<file path="src/rtl/agc_controller.sv">
// ============================================================================
// agc_controller : windowed-peak AGC stepping a 3-bit IF gain; manual bypass.
// Optional: `define AGC_FAST_ATTACK_EN for early window exit on clipping.
// Rev 1.0
// ============================================================================
`default_nettype none

module agc_controller #(
   parameter int WIN_LOG2       = 8,
   parameter int HI_THRESH      = 200,
   parameter int LO_THRESH      = 64,
   parameter int SETTLE_WINDOWS = 2,
   parameter int CLIP_LEVEL     = 250
) (
   input  logic       clk,
   input  logic       RSTb,
   input  logic       agc_en,
   input  logic [2:0] gain_manual,
   input  logic [7:0] env_in,
   input  logic       env_valid,
   output logic [2:0] gain_out,
   output logic       gain_step,
   output logic [7:0] peak_out,
   output logic       in_range
);

   localparam int SET_TOTAL = SETTLE_WINDOWS * (2 ** WIN_LOG2);
   localparam int SET_W     = (SET_TOTAL > 1) ? $clog2(SET_TOTAL) : 1;

   localparam logic [7:0]       C_HI       = HI_THRESH[7:0];
   localparam logic [7:0]       C_LO       = LO_THRESH[7:0];
   localparam logic [7:0]       C_CLIP     = CLIP_LEVEL[7:0];
   localparam logic [SET_W-1:0] C_SET_LAST = SET_W'((SET_TOTAL > 0) ? SET_TOTAL - 1 : 0);
`ifdef AGC_FAST_ATTACK_EN
   localparam bit C_FAST = 1'b1;
`else
   localparam bit C_FAST = 1'b0;
`endif

   typedef enum logic [1:0] {
      S_IDLE    = 2'd0,
      S_MEASURE = 2'd1,
      S_DECIDE  = 2'd2,
      S_SETTLE  = 2'd3
   } state_t;

   state_t              r_state;
   logic [2:0]          r_gain;
   logic                r_step;
   logic [7:0]          r_peak;
   logic                r_in_range;
   logic [7:0]          r_acc;
   logic [WIN_LOG2-1:0] r_win_cnt;
   logic [SET_W-1:0]    r_set_cnt;

   logic [7:0] w_acc_next;
   logic       w_win_last;
   logic       w_early;
   logic       w_hi;
   logic       w_lo;

   assign w_acc_next = (env_in > r_acc) ? env_in : r_acc;
   assign w_win_last = (r_win_cnt == {WIN_LOG2{1'b1}});
   // A clipping sample can only shorten the window when there is gain left to drop.
   assign w_early    = C_FAST && (env_in >= C_CLIP) && (r_gain != 3'd0);
   assign w_hi       = (r_acc >= C_HI);
   assign w_lo       = (r_acc < C_LO);

   always_ff @(posedge clk or negedge RSTb) begin
      if (!RSTb) begin
         r_state    <= S_IDLE;
         r_gain     <= 3'd4;
         r_step     <= 1'b0;
         r_peak     <= 8'd0;
         r_in_range <= 1'b0;
         r_acc      <= 8'd0;
         r_win_cnt  <= '0;
         r_set_cnt  <= '0;
      end else begin
         r_step <= 1'b0;
         if (r_state != S_IDLE && !agc_en) begin
            r_state   <= S_IDLE;
            r_gain    <= gain_manual;
            r_acc     <= 8'd0;
            r_win_cnt <= '0;
            r_set_cnt <= '0;
         end else begin
            case (r_state)
               S_IDLE: begin
                  if (agc_en) begin
                     r_state   <= S_MEASURE;
                     r_acc     <= 8'd0;
                     r_win_cnt <= '0;
                     r_set_cnt <= '0;
                  end else begin
                     r_gain <= gain_manual;
                  end
               end
               S_MEASURE: begin
                  if (env_valid) begin
                     r_acc     <= w_acc_next;
                     r_win_cnt <= r_win_cnt + 1'b1;
                     if (w_win_last || w_early) begin
                        r_state <= S_DECIDE;
                     end
                  end
               end
               S_DECIDE: begin
                  r_peak    <= r_acc;
                  r_acc     <= 8'd0;
                  r_win_cnt <= '0;
                  r_set_cnt <= '0;
                  if (w_hi && r_gain != 3'd0) begin
                     r_gain     <= r_gain - 3'd1;
                     r_step     <= 1'b1;
                     r_in_range <= 1'b0;
                     r_state    <= (SET_TOTAL > 0) ? S_SETTLE : S_MEASURE;
                  end else if (w_lo && r_gain != 3'd7) begin
                     r_gain     <= r_gain + 3'd1;
                     r_step     <= 1'b1;
                     r_in_range <= 1'b0;
                     r_state    <= (SET_TOTAL > 0) ? S_SETTLE : S_MEASURE;
                  end else begin
                     r_in_range <= !w_hi && !w_lo;
                     r_state    <= S_MEASURE;
                  end
               end
               S_SETTLE: begin
                  if (env_valid) begin
                     if (r_set_cnt == C_SET_LAST) begin
                        r_set_cnt <= '0;
                        r_state   <= S_MEASURE;
                     end else begin
                        r_set_cnt <= r_set_cnt + 1'b1;
                     end
                  end
               end
               default: r_state <= S_IDLE;
            endcase
         end
      end
   end

   assign gain_out  = r_gain;
   assign gain_step = r_step;
   assign peak_out  = r_peak;
   assign in_range  = r_in_range;

endmodule

`default_nettype wire

</file>
<file path="config.mk">
export PLATFORM = sky130hd
export DESIGN_NAME = agc_controller
export DESIGN_NICKNAME = d
export VERILOG_FILES = /design/src/rtl/agc_controller.sv
export SDC_FILE = /design/constraint.sdc
export NUM_CORES = 1
export LEC_CHECK = 0
export ABC_AREA = 1
export ABC_CLOCK_PERIOD_IN_PS = 4300
export BUFFER_PORTS_ARGS = -buffer_cell sky130_fd_sc_hd__buf_4
export CORE_ASPECT_RATIO = 1.4
export CORE_MARGIN = 1
export CORE_UTILIZATION = 40
export DETAILED_ROUTE_END_ITERATION = 6
export PLACE_DENSITY = 0.57
export SLEW_MARGIN = 0
export SYNTH_ARGS = -nofsm -noshare
export SYNTH_HDL_FRONTEND = slang
export SYNTH_SLANG_ARGS = --single-unit
</file>
<file path="constraint.sdc">
create_clock -name clk -period 4.3 [get_ports clk]
set_input_delay 0.86 -clock clk [delete_from_list [all_inputs] [get_ports clk]]
set_output_delay 0.86 -clock clk [all_outputs]
set_load 0.02 [all_outputs]
</file>
# Yosys cells after proc, flatten, opt, wreduce, memory -nomap -nowiden
# Index checks and enable logic that the tools add are counted.
dict set report word_totals {
  wordCells 82
  reg_bits 40
}
dict set report op_classes {
  bitwise_logic 1
  n_lt_le_gt_ge 3
  eq_ne 14
  n_reduce_logical 19
  n_addsub 4
  mux 33
}
# op count
set ops {}
lappend ops {{2-to-1 mux 8 bit} 6}
lappend ops {{one-hot mux 8 bit (3 select lines)} 2}
lappend ops {{2-to-1 mux 9 bit} 4}
lappend ops {{one-hot mux 9 bit (3 select lines)} 1}
lappend ops {{!= test 3 bit, second input constant} 8}
lappend ops {{2-to-1 mux 2 bit} 8}
lappend ops {{2-to-1 mux 3 bit} 4}
lappend ops {{adder 9 x 1 -> 9 bit, second input constant} 1}
lappend ops {{equality test 9 bit, second input constant} 1}
lappend ops {{AND reduction 3 bit} 3}
lappend ops {{adder 8 x 1 -> 8 bit, second input constant} 1}
lappend ops {{equality test 8 bit, second input constant} 1}
lappend ops {{greater-or-equal comparator 8 bit, second input constant} 1}
lappend ops {{greater-than comparator 8 bit} 1}
lappend ops {{< comparator 8 x 7 -> 1 bit, second input constant} 1}
lappend ops {{one-hot mux 2 bit (4 select lines)} 1}
lappend ops {{nonzero test 4 bit} 2}
lappend ops {{2-to-1 mux 1 bit} 6}
lappend ops {{one-hot mux 3 bit (2 select lines)} 1}
lappend ops {{nonzero test 3 bit} 2}
lappend ops {{AND reduction 5 bit} 1}
lappend ops {{equality test 2 bit, second input constant} 2}
lappend ops {{logical AND 1 bit} 4}
lappend ops {{!= test 4 bit, second input constant} 1}
lappend ops {{9 further kinds} 11}

# Longest topological paths before layout
# Gate-level depths: netlist (run 1).
dict set report logic_depth {
  word_depth 6
  ltp_mapped 13
  mapped_depth_nobuf 13
}

# Worst setup path after synthesis (run 1)
# OpenSTA, ideal clock, no wires.
dict set report synth_path {
  kind {input port to flip-flop}
  startpoint {input env_in[7]}
  endpoint {register r_acc[0]}
  required_ns 4.182
  setup_ns 0.118
  arrival_time_ns 1.826
  slack_ns 2.356
  cell_stages 8
  path_buffers 0
  cell_sequence {ha_1 > nand2_1 > nor2_1 > nand2_1 > nand2_2 > nand2_1 > nand3_1 > nand2_1}
}
dict set report synth_between {
  elab_chain_len 3
}
# element line_no
set synth_rtl {}
lappend synth_rtl {{from (decl)} 19} ;# input logic [7:0] env_in,
lappend synth_rtl {{greater-than comparator 8 bit} 62} ;# assign w_acc_next = (env_in > r_acc) ? env_in : r_acc;
lappend synth_rtl {{!= test 3 bit (no source line)} n/a}
lappend synth_rtl {{AND reduction 4 bit (no source line)} n/a}
lappend synth_rtl {{to (signal assigned)} 101} ;# r_acc <= w_acc_next;
lappend synth_rtl {{to (decl)} 52} ;# logic [7:0] r_acc;
# Every way passes these cells.
# A chain may end at the register's enable or synchronous reset.

# Worst setup path in the final report (run 1)
dict set report layout_path {
  startpoint {register r_set_cnt[0]}
  endpoint {register r_state[1]}
}
dict set report layout_between {
  elab_chain_len 3
}
# element line_no
set layout_rtl {}
lappend layout_rtl {{from (decl)} 54} ;# logic [SET_W-1:0] r_set_cnt;
lappend layout_rtl {{from (signal assigned)} 134} ;# r_set_cnt <= r_set_cnt + 1'b1;
lappend layout_rtl {{equality test 9 bit} 130} ;# if (r_set_cnt == C_SET_LAST) begin
lappend layout_rtl {{!= test 3 bit (no source line)} n/a}
lappend layout_rtl {{AND reduction 5 bit (no source line)} n/a}
lappend layout_rtl {{to (signal assigned)} 117} ;# r_state <= (SET_TOTAL > 0) ? S_SETTLE : S_MEASURE;
lappend layout_rtl {{to (signal assigned)} 122} ;# r_state <= (SET_TOTAL > 0) ? S_SETTLE : S_MEASURE;
lappend layout_rtl {{to (decl)} 47} ;# state_t r_state;
# Every way passes these cells.

==> results of run 1 <==
power breakdown:
group          internal (mW)  total [mW]  switching [mW]
sequential             0.462       0.539          0.0771
clock                  0.143       0.266           0.123
combinational          0.249       0.735           0.486
sequential cells by signal, indices dropped and copies added, names as in the netlist:
| register | count |
|---|---|
| r_set_cnt | 9 |
| gain_out | 3 |
| gain_step | 1 |
| r_acc | 8 |
| in_range | 1 |
| r_win_cnt | 8 |
| peak_out | 8 |
| r_state | 2 |
cell usage after synthesis (2+ instances only):
master and n:
sky130_fd_sc_hd__o21ai_0 30, sky130_fd_sc_hd__inv_1 40, sky130_fd_sc_hd__nor2_1 20, sky130_fd_sc_hd__ha_1 16, sky130_fd_sc_hd__a21oi_1 10, sky130_fd_sc_hd__inv_2 2
sky130_fd_sc_hd__nor3_1 3, sky130_fd_sc_hd__nand3_1 29, sky130_fd_sc_hd__nand2_1 81, sky130_fd_sc_hd__nand4_1 13, sky130_fd_sc_hd__dfrtp_1 39, sky130_fd_sc_hd__o21a_1 2
sky130_fd_sc_hd__nand2_4 3, sky130_fd_sc_hd__nand2_2 4
layer usage:
layer | track usage (%) | share of wire (%) | vias to the layer above
met5 | 0 | 0 | -
li1 | - | - | 1074
met1 | 21.1 | 46 | 905
met4 | 4.79 | 1.2 | 0
met2 | 30.0 | 51 | 20
met3 | 3.28 | 2.2 | 6
tightest hold or removal path: cells and delay by family (launching register included):
family,cells,cell delay [ns]
flip-flops,1,0.35
AND/OR/NAND/NOR,2,0.11
logic make-up after synthesis:
group | count (synthesis) | share of synthesized area (%)
AOI/OAI and AO/OA | 46 | 10.2
buffers and inverters | 47 | 8.00
adders and majority gates | 16 | 8.31
and+or+nand+nor | 161 | 31.9
DFF | 40 | 41.6
path summary, 6_finish.rpt:
kind,from,endpoint,slack (ns),cells after the start
max,r_set_cnt[0],r_state[1],2.31,10
min,peak_out[0],peak_out[0],0.49,2
max reg2reg,r_set_cnt[0],r_state[1],2.31,10
min reg2reg,peak_out[0],peak_out[0],0.49,2
max in group asynchronous,RSTb,gain_out[2],3.39,1
min in group asynchronous,RSTb,r_set_cnt[5],0.54,1
metrics by stage:
stage	cells	utilization [%]
global placement	404	46.0
detailed placement	404	46.0
finish	411	47.7
CTS	411	47.7
global route	411	47.7
floorplan	310	-
cell type report:
| cell class | count | area [um^2] | share of cell area (%) |
|---|---|---|---|
| Tap cell | 70 | 87.6 | 3.15 |
| Timing Repair Buffer | 27 | 203 | 7.30 |
| Inverter | 44 | 173 | 6.22 |
| Clock buffer | 7 | 96.3 | 3.47 |
| Sequential cell | 40 | 1000 | 36.1 |
| Multi-Input combinational cell | 223 | 1210 | 43.8 |
==> flow_results.org, run 1 <==
** STA
- At the pin with the least slew margin, the transition time is 0.508 ns.
- Time the worst path needs with I/O delays and setup :: 1.99 ns
- Fin Clk Skew :: 0.00367 ns
- The final number of hold-violating endpoints is 0.
- Period utilization :: 46.3%
- Final count of pins violating max slew :: 0
- Measured against its own limit, the worst slew margin works out to 66.1%.
- Setup Viol. Count Final :: 0
- Adding up every negative setup slack in the final design gives 0 ns.
- In the post-route analysis, the smallest setup slack over all paths is 2.31 ns.
- Across all hold checks on the routed design, the worst slack comes to 0.486 ns.
- Achievable frequency :: 0.502 GHz
- Setup repair after global routing left no endpoint under its margin.

** Pwr
- The design draws 1.54 mW.
- P per Cell Area :: 554 mW/mm^2
- Across the VDD grid, the largest voltage drop is 0.000298 V.
- The analysis attributes to cell leakage a power of 1.44 nW.

** Route
- DR iter-0 viols :: 98
- Number of optimization iterations in the first detailed-route pass :: 4
- Across all layers, the routed design uses 2005 vias.
- After detailed routing, the number of remaining DRC violations is 0.
- Number of nets with antenna violations after routing :: 0
- Total detailed-routing wirelength :: 4780 um
- Routed length per placed instance :: 11.6 um
- In the routed layout, each cell is associated on average with a via count of 4.88.

** Synthesis
- The largest total area in the synthesized netlist belongs to sky130_fd_sc_hd__dfrtp_1.
- Post-synth design cell area :: 0.00241 mm^2
- Cell types with the largest area share after synthesis :: sky130_fd_sc_hd__dfrtp_1 40%, sky130_fd_sc_hd__nand2_1 13%, sky130_fd_sc_hd__ha_1 8.3%
- In the synthesized netlist, the number of instances is 310.
- A synthesized cell averages 7.77 um^2.
- For this run, the register share of the synthesized area comes to 41.6%.
- In this run, synthesis inferred 0 flip-flops with an integrated enable.
- The number of different library cells used by synthesis comes to 32.
- Fraction of synthesized cell area taken by the top area cell type :: 40.5%
- After synthesis, the share of flip-flops with an asynchronous set or reset is 100%.
- Yosys warnings :: 0
- Synthesis inferred 40 register bits.
- Top flip-flop cell by instance count after synthesis :: sky130_fd_sc_hd__dfrtp_1
- When the netlist entered floorplanning its net count stood at 341.

** Global routing
- Global-route wire length before repair :: 8420 um
- The via count of the first global-routing pass is 1965.
- Overflow left after global routing :: 0
- Entering global routing, the biggest net connects 41 pins.
- Tot GR Track Use :: 17.3%
- The number of antenna violations at the first check in global routing came to 0.

** Setup path
- Arrival time reported for the critical path endpoint :: 2.22 ns
- Total buffers and inverters traversed by the critical path :: 1
- WP data required :: 4.52 ns
- The most numerous cell type found on the critical path is sky130_fd_sc_hd__nand3_1.
- Library cell contributing the largest single delay on the critical path :: sky130_fd_sc_hd__dfrtp_1
- Worst Setup Path Type :: reg2reg
- STA classifies the critical path endpoint as a register.
- CP Max Fanout :: 4
- CP startpoint kind :: register
- Cell type group with the largest total delay on the critical path :: simple AND/OR/NAND/NOR gates
- Slowest cell delay on critical path :: 0.40 ns
- Walking the worst path, the cells encountered are ha_1 -> nand3_1 -> nor3_1 -> ha_1 -> inv_1 -> nand3_1 -> nand3_1 -> nor2_1 -> nand3b_1 -> nand2_1.

** Min path
- Class of the tightest hold or removal check :: reg2reg

** Floorplan
- Core Box Area :: 0.00582 mm^2
- In this run the core area contains 33 standard-cell rows.
- Die Width :: 67.6 um
- For this configuration, the core starts out at a cell density of 41.4%.
- The die covers 0.00634 mm^2.
- The floorplan step set the die height to 93.8 um.
- 28 I/O pins were placed.

** Place
- Number of buffer cells added on primary ports :: 27
- Summed over all nets, the half-perimeter wirelength after detailed placement is 3670 um.
- At the placement stage, the worst setup path has a slack of 2.00 ns.
- Placed cell area :: 0.00268 mm^2
- The congestion estimate from routability-driven global placement came to 0.785.

** Clock tree
- At the later pin of the worst-skew pair, clock insertion delay measures 0.28 ns.
- Counting along the longest clock path gives a buffer depth of 2.
- In this run the number of H-tree levels came out at 2.
- Post-cts sizing count :: 0
- Number of buffers added to fix hold violations after cts :: 0
- CTS placed an instance of sky130_fd_sc_hd__clkbuf_8 at the clock tree root.
- CTS tree :: built
- The number of setup buffers added after CTS is 0.
- After clock tree synthesis, the clock-pin slew on the worst setup and hold paths is 0.07 ns.
- Total clock buffers created by CTS :: 5
- Clock tree synthesis found a total of 40 sinks.

** Finish
- Syn-to-layout area delta :: 15.2%
- Leading cell type in the layout, fill and taps excluded :: sky130_fd_sc_hd__nand2_1
- After routing the design area is 0.00278 mm^2.
- Count of filler cells inserted in the layout :: 595
- Total number of nets in the final design :: 372
- The library cells used most frequently in the layout, excluding fill and tap cells, are 81 x sky130_fd_sc_hd__nand2_1, 40 x sky130_fd_sc_hd__inv_1, 39 x sky130_fd_sc_hd__dfrtp_1.
- Number of antenna cells inserted :: 0
- The post-route netlist has 15.5% of its cells at a drive strength greater than 1.

** Run
- Max-cap violations in this run came to 0.

** Status
- The flow ran to the end, and the final reports show no timing, DRC or antenna violations.
No activity file was read; power rests on OpenSTA's default activity.
==> run 2, diff against run 1 <==
Settings changed: ABC_AREA 1 to 0, ABC_CLOCK_PERIOD_IN_PS 4300 to 1900.
Clock period 4.3 ns to 1.9 ns, I/O delays scaled along.
==> flow_results.org, run 2 <==
** Pwr
- Sequential Power Share :: 31.1%
- Of the total power, combinational logic draws 54.5%.
- Power spread over the standard cell area amounts to 1180 mW/mm^2.
- Internal power :: 2.27 mW
- In this run switching power makes up 39.4% of total power.
- Leakage power figure :: 1.45 nW
- After layout, the design draws a total of 3.74 mW.
- The worst-case IR drop observed on VDD is 0.000601 V.
- Total net switching power :: 1.48 mW
- The clock network burns 14.4% of the power.

** Global routing
- Initial antenna violation count :: 0
- Entering global routing, the biggest net connects 41 pins.
- Tot GR Track Use :: 19.6%
- Vias in the first global route :: 2045
- After global routing the overflow that remains totals 0.
- The first global-routing pass estimated 9080 um of wire.

** Synthesis
- Dividing the synthesized area by the synthesized cell count gives 9.11 um^2.
- Counting flops with a built-in enable in the synthesized netlist gives 0.
- Sequential element share of the synthesized area :: 43.7%
- Count of cell types in the netlist :: 43
- After synthesis, the largest area contributor takes up 42.5% of total cell area.
- The Yosys step of the flow raised 0 warnings.
- Among all flip-flop cells after synthesis, the most frequent one is sky130_fd_sc_hd__dfrtp_1.
- Sorting the synthesized cells by how often they occur yields 39 x sky130_fd_sc_hd__dfrtp_1, 29 x sky130_fd_sc_hd__o21ai_0, 27 x sky130_fd_sc_hd__nand2_1.
- Summed over all instances, the cell type with the most area after synthesis is sky130_fd_sc_hd__dfrtp_1.
- Net count of the mapped netlist :: 283
- Sorting the synthesized cells by area gives the leading types as sky130_fd_sc_hd__dfrtp_1 43%, sky130_fd_sc_hd__ha_1 8.7%, sky130_fd_sc_hd__o21ai_0 6.3%.
- Number of storage elements in the synthesis netlist :: 40
- sky130_fd_sc_hd__dfrtp_1 is the most common cell in the netlist.
- Gate Count Post-Synth :: 252
- In the synthesized netlist the async set-or-reset flop fraction comes to 100%.
- Post-synth design cell area :: 0.00229 mm^2

** Setup path
- The setup path with the least slack is of type reg2reg.
- Endpoint class of the critical path :: register
- WP data required :: 2.08 ns
- Along the worst path, the maximum fanout reaches 3.
- The worst setup path is launched from a register.
- At the worst endpoint, the arrival time is 2.17 ns.

** Status
- Status :: complete, but fails checks
- Violations in the final reports :: negative setup slack

** Floorplan
- The floorplan step set the die width to 66.0 um.
- Core Box Area :: 0.00553 mm^2
- Starting Density :: 41.5%
- Die ar. :: 0.00605 mm^2
- Vertical die dimension :: 91.6 um
- The initialized floorplan defines 32 standard-cell rows.
- In this run the count of I/O pins placed on the die edge is 28.

** Finish
- The count of cells in the finished layout, fillers not included, comes to 393.
- The number of antenna diodes in the final layout is 0.
- Layout cells sized above 1 :: 35.4%
- Share of the core filled with cells in the final layout :: 57.6%
- Leaving out fill and tap cells, the most frequent cell in the layout is sky130_fd_sc_hd__buf_4.
- The top cell types in the final layout, fill and taps aside, are 67 x sky130_fd_sc_hd__buf_4, 37 x sky130_fd_sc_hd__dfrtp_1, 27 x sky130_fd_sc_hd__nand2_1.
- Total number of nets in the final design :: 356
- The area growth from synthesis to layout is 38.6%.
- The register with the most flip-flops in the layout has 9 of them.
- Most flops, register :: r_set_cnt

** STA
- Pin slew with the least headroom to its limit :: 0.518 ns
- Unrepaired setup endpoints after global routing :: yes
- Setup violations remaining at the end of the flow were counted as 9.
- Final WS setup :: -0.0909 ns
- For this run, the top clock speed supported by timing is 0.502 GHz.
- The tightest hold path in the finished design has a slack of 0.0574 ns.
- Final count of pins violating max slew :: 0
- Headroom to the max-slew limit came out at 65.5%.
- Time the worst path needs with I/O delays and setup :: 1.99 ns
- The final number of hold-violating endpoints is 0.
- The worst path uses 105% of the clock period.
- The clock arrives with 0.00682 ns of skew.

** Route
- Across all layers, the routed design uses 2125 vias.
- Once detail routing completed, the nets flagged for antenna violations numbered 0.
- For this block, the initial DRC count from the detailed router was 55.
- For this run, the detailed router's first-pass iteration total came to 4.
- For this block, the routed nets add up to 5570 um of wire.
- Residual DRC count :: 0
- Dividing the detail-routed via count by the number of cells gives 5.41.
- Routed length per placed instance :: 14.2 um

** Place
- The HPWL after detailed placement is 4040 um.
- Placed Cells :: 375
- Number of buffer cells added on primary ports :: 27
- The congestion estimate from routability-driven global placement came to 0.773.

** Clock tree
- Total clock buffers created by CTS :: 5
- Bufs on Longest Clock Path :: 2
- For this design, the sink count on the clock tree is 40.
- TritonCTS built the clock tree.
- Clock root cell :: sky130_fd_sc_hd__clkbuf_8
- Clock transition time at the flip-flop clock pins of the worst setup and hold paths :: 0.08 ns
- Worst-Skew Late Latency :: 0.29 ns
- The H-tree was split into 2 levels.

** Min path
- The min-delay analysis places its worst path in the category in2async.

** Run
- Max-cap violations in this run came to 0.
-- run 2: critical path, stage by stage (launching register included) --
cell                      delay, ns
sky130_fd_sc_hd__dfrtp_1       0.38
sky130_fd_sc_hd__inv_1         0.07
sky130_fd_sc_hd__ha_1          0.31
sky130_fd_sc_hd__a21oi_2       0.14
sky130_fd_sc_hd__nor2_1        0.05
sky130_fd_sc_hd__o41a_1        0.38
sky130_fd_sc_hd__nor3b_4       0.17
sky130_fd_sc_hd__buf_4         0.15
sky130_fd_sc_hd__a22o_1        0.22
-- run 2: logic make-up after synthesis --
kind of cell	count (synthesis)	share of synthesized area, %
compound gates	83	23.8
simple gates	87	18.3
fa+ha+maj	16	8.72
mux	2	0.872
flops	40	43.7
buf+inv	24	4.63
-- run 2: area by class of cell --
| cell class | instances | area [um^2] |
|---|---|---|
| Clock buffer | 6 | 72.6 |
| Fill cell | 508 | 2340 |
| Inverter | 16 | 60.1 |
| Timing Repair Buffer | 74 | 584 |
| Multi-Input combinational cell | 188 | 1370 |
| Clock inverter | 1 | 5.00 |
| Sequential cell | 40 | 1000 |
| Tap cell | 68 | 85.1 |
-- run 2: power by group through the flow --
stage / combinational [mW] / sequential (mW) / clock, mW
after floorplan: 1.00 / 1.23 / 0
after global placement: 1.67 / 1.17 / 0
after detailed placement: 1.69 / 1.17 / 0
after CTS: 1.80 / 1.15 / 0.561
after global routing: 2.25 / 1.19 / 0.595
final: 2.04 / 1.16 / 0.539
-- run 2: final timing paths --
| kind | start | to | slack (ns) | cells past startpoint |
|---|---|---|---|---|
| worst max register to register | r_acc[3] | r_acc[5] | -0.09 | 8 |
| worst max-delay path | r_acc[3] | r_acc[5] | -0.09 | 8 |
| max in group asynchronous | RSTb | r_state[0] | 1.45 | 1 |
| worst min-delay path | RSTb | r_set_cnt[1] | 0.06 | 1 |
| worst min register to register | r_set_cnt[6] | r_set_cnt[6] | 0.48 | 1 |
| min in group clk | env_in[6] | r_acc[6] | 0.33 | 2 |
-- run 2: what timing repair did --
item / CTS / global route
endpoints found under the setup margin: 17 / 28
resized for setup: 14 / 32
buffers inserted: 5 / 5
hold buffers: 0 / 0
pin swaps: 11 / 11
gates cloned: 0 / 1
-- run 2: per-layer routing --
layer	vias up	routed length, um	GRT usage, %
li1	1064	-	-
met4	0	74	6.38
met3	5	131	3.73
met5	-	0	0
met1	1034	2500	23.7
met2	22	2860	34.1
-- run 2: per-stage QoR --
stage          instance area (um^2)  TNS, ns  setup WS [ns]
3_3_place_gp                   2860    -1.34         -0.155
3_5_place_dp                   2860    -1.61         -0.187
5_1_grt                        3180    -1.56         -0.188
4_1_cts                        3020   -0.397        -0.0770
6_report                       3180   -0.555        -0.0909
2_1_floorplan                  2330        0        0.00234
==> run 3, diff against run 2 <==
Settings changed: HOLD_SLACK_MARGIN set to 0.12.
==> flow_results.org, run 3 (synthesized netlist as in run 2, its figures left out) <==
** Status
- The flow ran to the end, but the final reports show violations.
- Violations in the final reports :: negative setup slack

** Route
- Routed length per placed instance :: 14.2 um
- In the routed design, unresolved DRC markers number 0.
- The detail route stage leaves a number of antenna-violating nets equal to 0.
- Total detailed-routing wirelength :: 5600 um
- Number of optimization iterations in the first detailed-route pass :: 4
- DR vias :: 2122
- Via density per instance :: 5.39
- DR iter-0 viols :: 60

** Setup path
- Slowest cell delay on critical path :: 0.40 ns
- Traced cell by cell, the critical path runs through inv_2 -> ha_4 -> nand4_1 -> or3_1 -> o41a_1 -> nor3b_4 -> buf_4 -> a22o_1.
- The worst setup path is launched from a register.
- In this run the number of cells on the critical path is 8.
- WP data required :: 2.08 ns
- Worst reg-to-reg path cell count :: 8
- Endpoint class of the critical path :: register
- Arrival time reported for the critical path endpoint :: 2.17 ns
- Cell type group with the largest total delay on the critical path :: simple AND/OR/NAND/NOR gates
- The worst setup path is of the reg2reg kind.
- In this run the critical register-to-register path is launched from r_acc[5].
- Among all stages on the critical path, the largest delay is contributed by sky130_fd_sc_hd__dfrtp_1.
- Total buffers and inverters traversed by the critical path :: 2
- CP Max Fanout :: 3
- The most critical setup path has its startpoint at r_acc[5].

** Clock tree
- Clock root cell :: sky130_fd_sc_hd__clkbuf_8
- CTS tree :: built
- TritonCTS created 5 clock buffers.
- Clock transition time at the flip-flop clock pins of the worst setup and hold paths :: 0.07 ns
- The clock net in this run drives a total of 40 sinks.
- Bufs on Longest Clock Path :: 2
- The clock tree synthesis step divided the H-tree into 2 levels.
- Worst-Skew Late Latency :: 0.29 ns

** Finish
- Layout cells sized above 1 :: 35.3%
- In the final design database the tool counted 357 nets.
- Leaving out fill and tap cells, the most frequent cell in the layout is sky130_fd_sc_hd__buf_4.
- Syn-to-layout area delta :: 39.0%
- Number of flip-flops under the largest register name :: 9
- The library cells used most frequently in the layout, excluding fill and tap cells, are 67 x sky130_fd_sc_hd__buf_4, 37 x sky130_fd_sc_hd__dfrtp_1, 27 x sky130_fd_sc_hd__nand2_1.
- Number of antenna cells inserted :: 0
- Most flops, register :: r_set_cnt

** STA
- The final number of hold-violating endpoints came to 0.
- Fin Clk Skew :: 0.00686 ns
- Final WS setup :: -0.0939 ns
- In the finished design, the share of the clock period the worst path needs comes to 105%.
- Setup Viol. Count Final :: 9
- Sum of negative setup slack :: -0.586 ns
- Measured against its own limit, the worst slew margin works out to 65.4%.
- At the pin with the least slew margin, the transition time is 0.519 ns.
- The number of slew-limit violations in the final report came to 0.
- Setup repair after global routing could not meet its margin everywhere.
- Counting I/O delays and the setup requirement, the final critical path takes 1.99 ns.
- Hold is met by 0.335 ns.
- Achievable frequency :: 0.502 GHz

** Global routing
- The total overflow left after global routing is 0.
- The number of antenna violations at the first check in global routing was 0.
- Global-route wire length before repair :: 9080 um
- Vias in the first global route :: 2045
- For this run, the total global-route usage over all layers was measured as 19.6%.
- Pin count of the biggest net entering global routing :: 41

** Floorplan
- The die is 66.0 um wide.
- Count of pins on the block boundary :: 28
- Die ar. :: 0.00605 mm^2
- Once the floorplan was initialized, standard cells occupied 41.5% of the core.
- The floorplan has 32 rows.
- Core Box Area :: 0.00553 mm^2
- Vertical die dimension :: 91.6 um

** Pwr
- For this design the static power due to leakage is 1.46 nW.
- Across the VDD grid, the largest voltage drop is 0.000601 V.
- P per Cell Area :: 1170 mW/mm^2

** Place
- Prior to clock tree synthesis, the placed netlist has a worst setup slack of -0.187 ns.
- The congestion estimate from routability-driven global placement came to 0.773.
- Number of buffer cells added on primary ports :: 27
- The HPWL after detailed placement is 4040 um.

** Min path
- Class of the tightest hold or removal check :: in2reg
- Hold wc startpoint :: env_in[6]
- Cell depth of the worst min-delay path :: 2

** Run
- Total of max-cap violations :: 0
## run 3: cell types whose count changed in the layout (fill, tap and decap cells not counted), sizes merged
cell,delta
dlygate4sd3,+1
## run 3: what timing repair did
action | 4_1_cts | 5_1_grt
endpoints found under the hold margin | 39 | 0
hold buffers | 1 | 0
buffers inserted | 5 | 5
resized for setup | 14 | 32
cloned | 0 | 1
endpoints found under the setup margin | 17 | 28
pin swaps | 11 | 11
## run 3: path summary, 6_finish.rpt
kind,end,slack [ns]
worst max-delay path,r_acc[5],-0.09
worst min-delay path,r_acc[6],0.34
worst max register to register,r_acc[5],-0.09
worst min register to register,r_set_cnt[6],0.48
max in group asynchronous,r_state[0],0.90
min in group asynchronous,r_set_cnt[1],0.60
## run 3: layer usage
metal	track usage [%]	wire length [um]	part of all wire, %
met5	0	0	0
met4	6.38	74	1.3
met2	34.1	2870	51
met1	23.7	2530	45
met3	3.73	127	2.3
## run 3: through the flow
step	util, %	instance area, um^2	power, mW	std cells
2_1_floorplan	-	2330	2.23	252
3_3_place_gp	51.7	2860	2.84	375
3_5_place_dp	51.7	2860	2.86	375
4_1_cts	54.9	3030	3.51	388
5_1_grt	57.7	3190	4.04	394
6_report	57.7	3190	3.75	394
## run 3: final cells by class
cell class | count | area (um^2)
Sequential cell | 40 | 1000
Timing Repair Buffer | 75 | 594
Tap cell | 68 | 85.1
Inverter | 16 | 60.1
Clock inverter | 1 | 5.00
Clock buffer | 6 | 72.6
Multi-Input combinational cell | 188 | 1370
Fill cell | 507 | 2330
## run 3: report_power, final
part | switching (mW) | internal (mW)
Combinational | 1.04 | 1.00
Sequential | 0.147 | 1.02
Clock | 0.289 | 0.250
## run 3: worst reg2reg max path: cells and delay by family, from the launching register on
kind                       cells  cell delay (ns)
adders and majority gates      1             0.26
AOI/OAI and AO/OA              2             0.35
DFF                            1             0.40
buffers and inverters          2             0.22
and+or+nand+nor                3             0.66
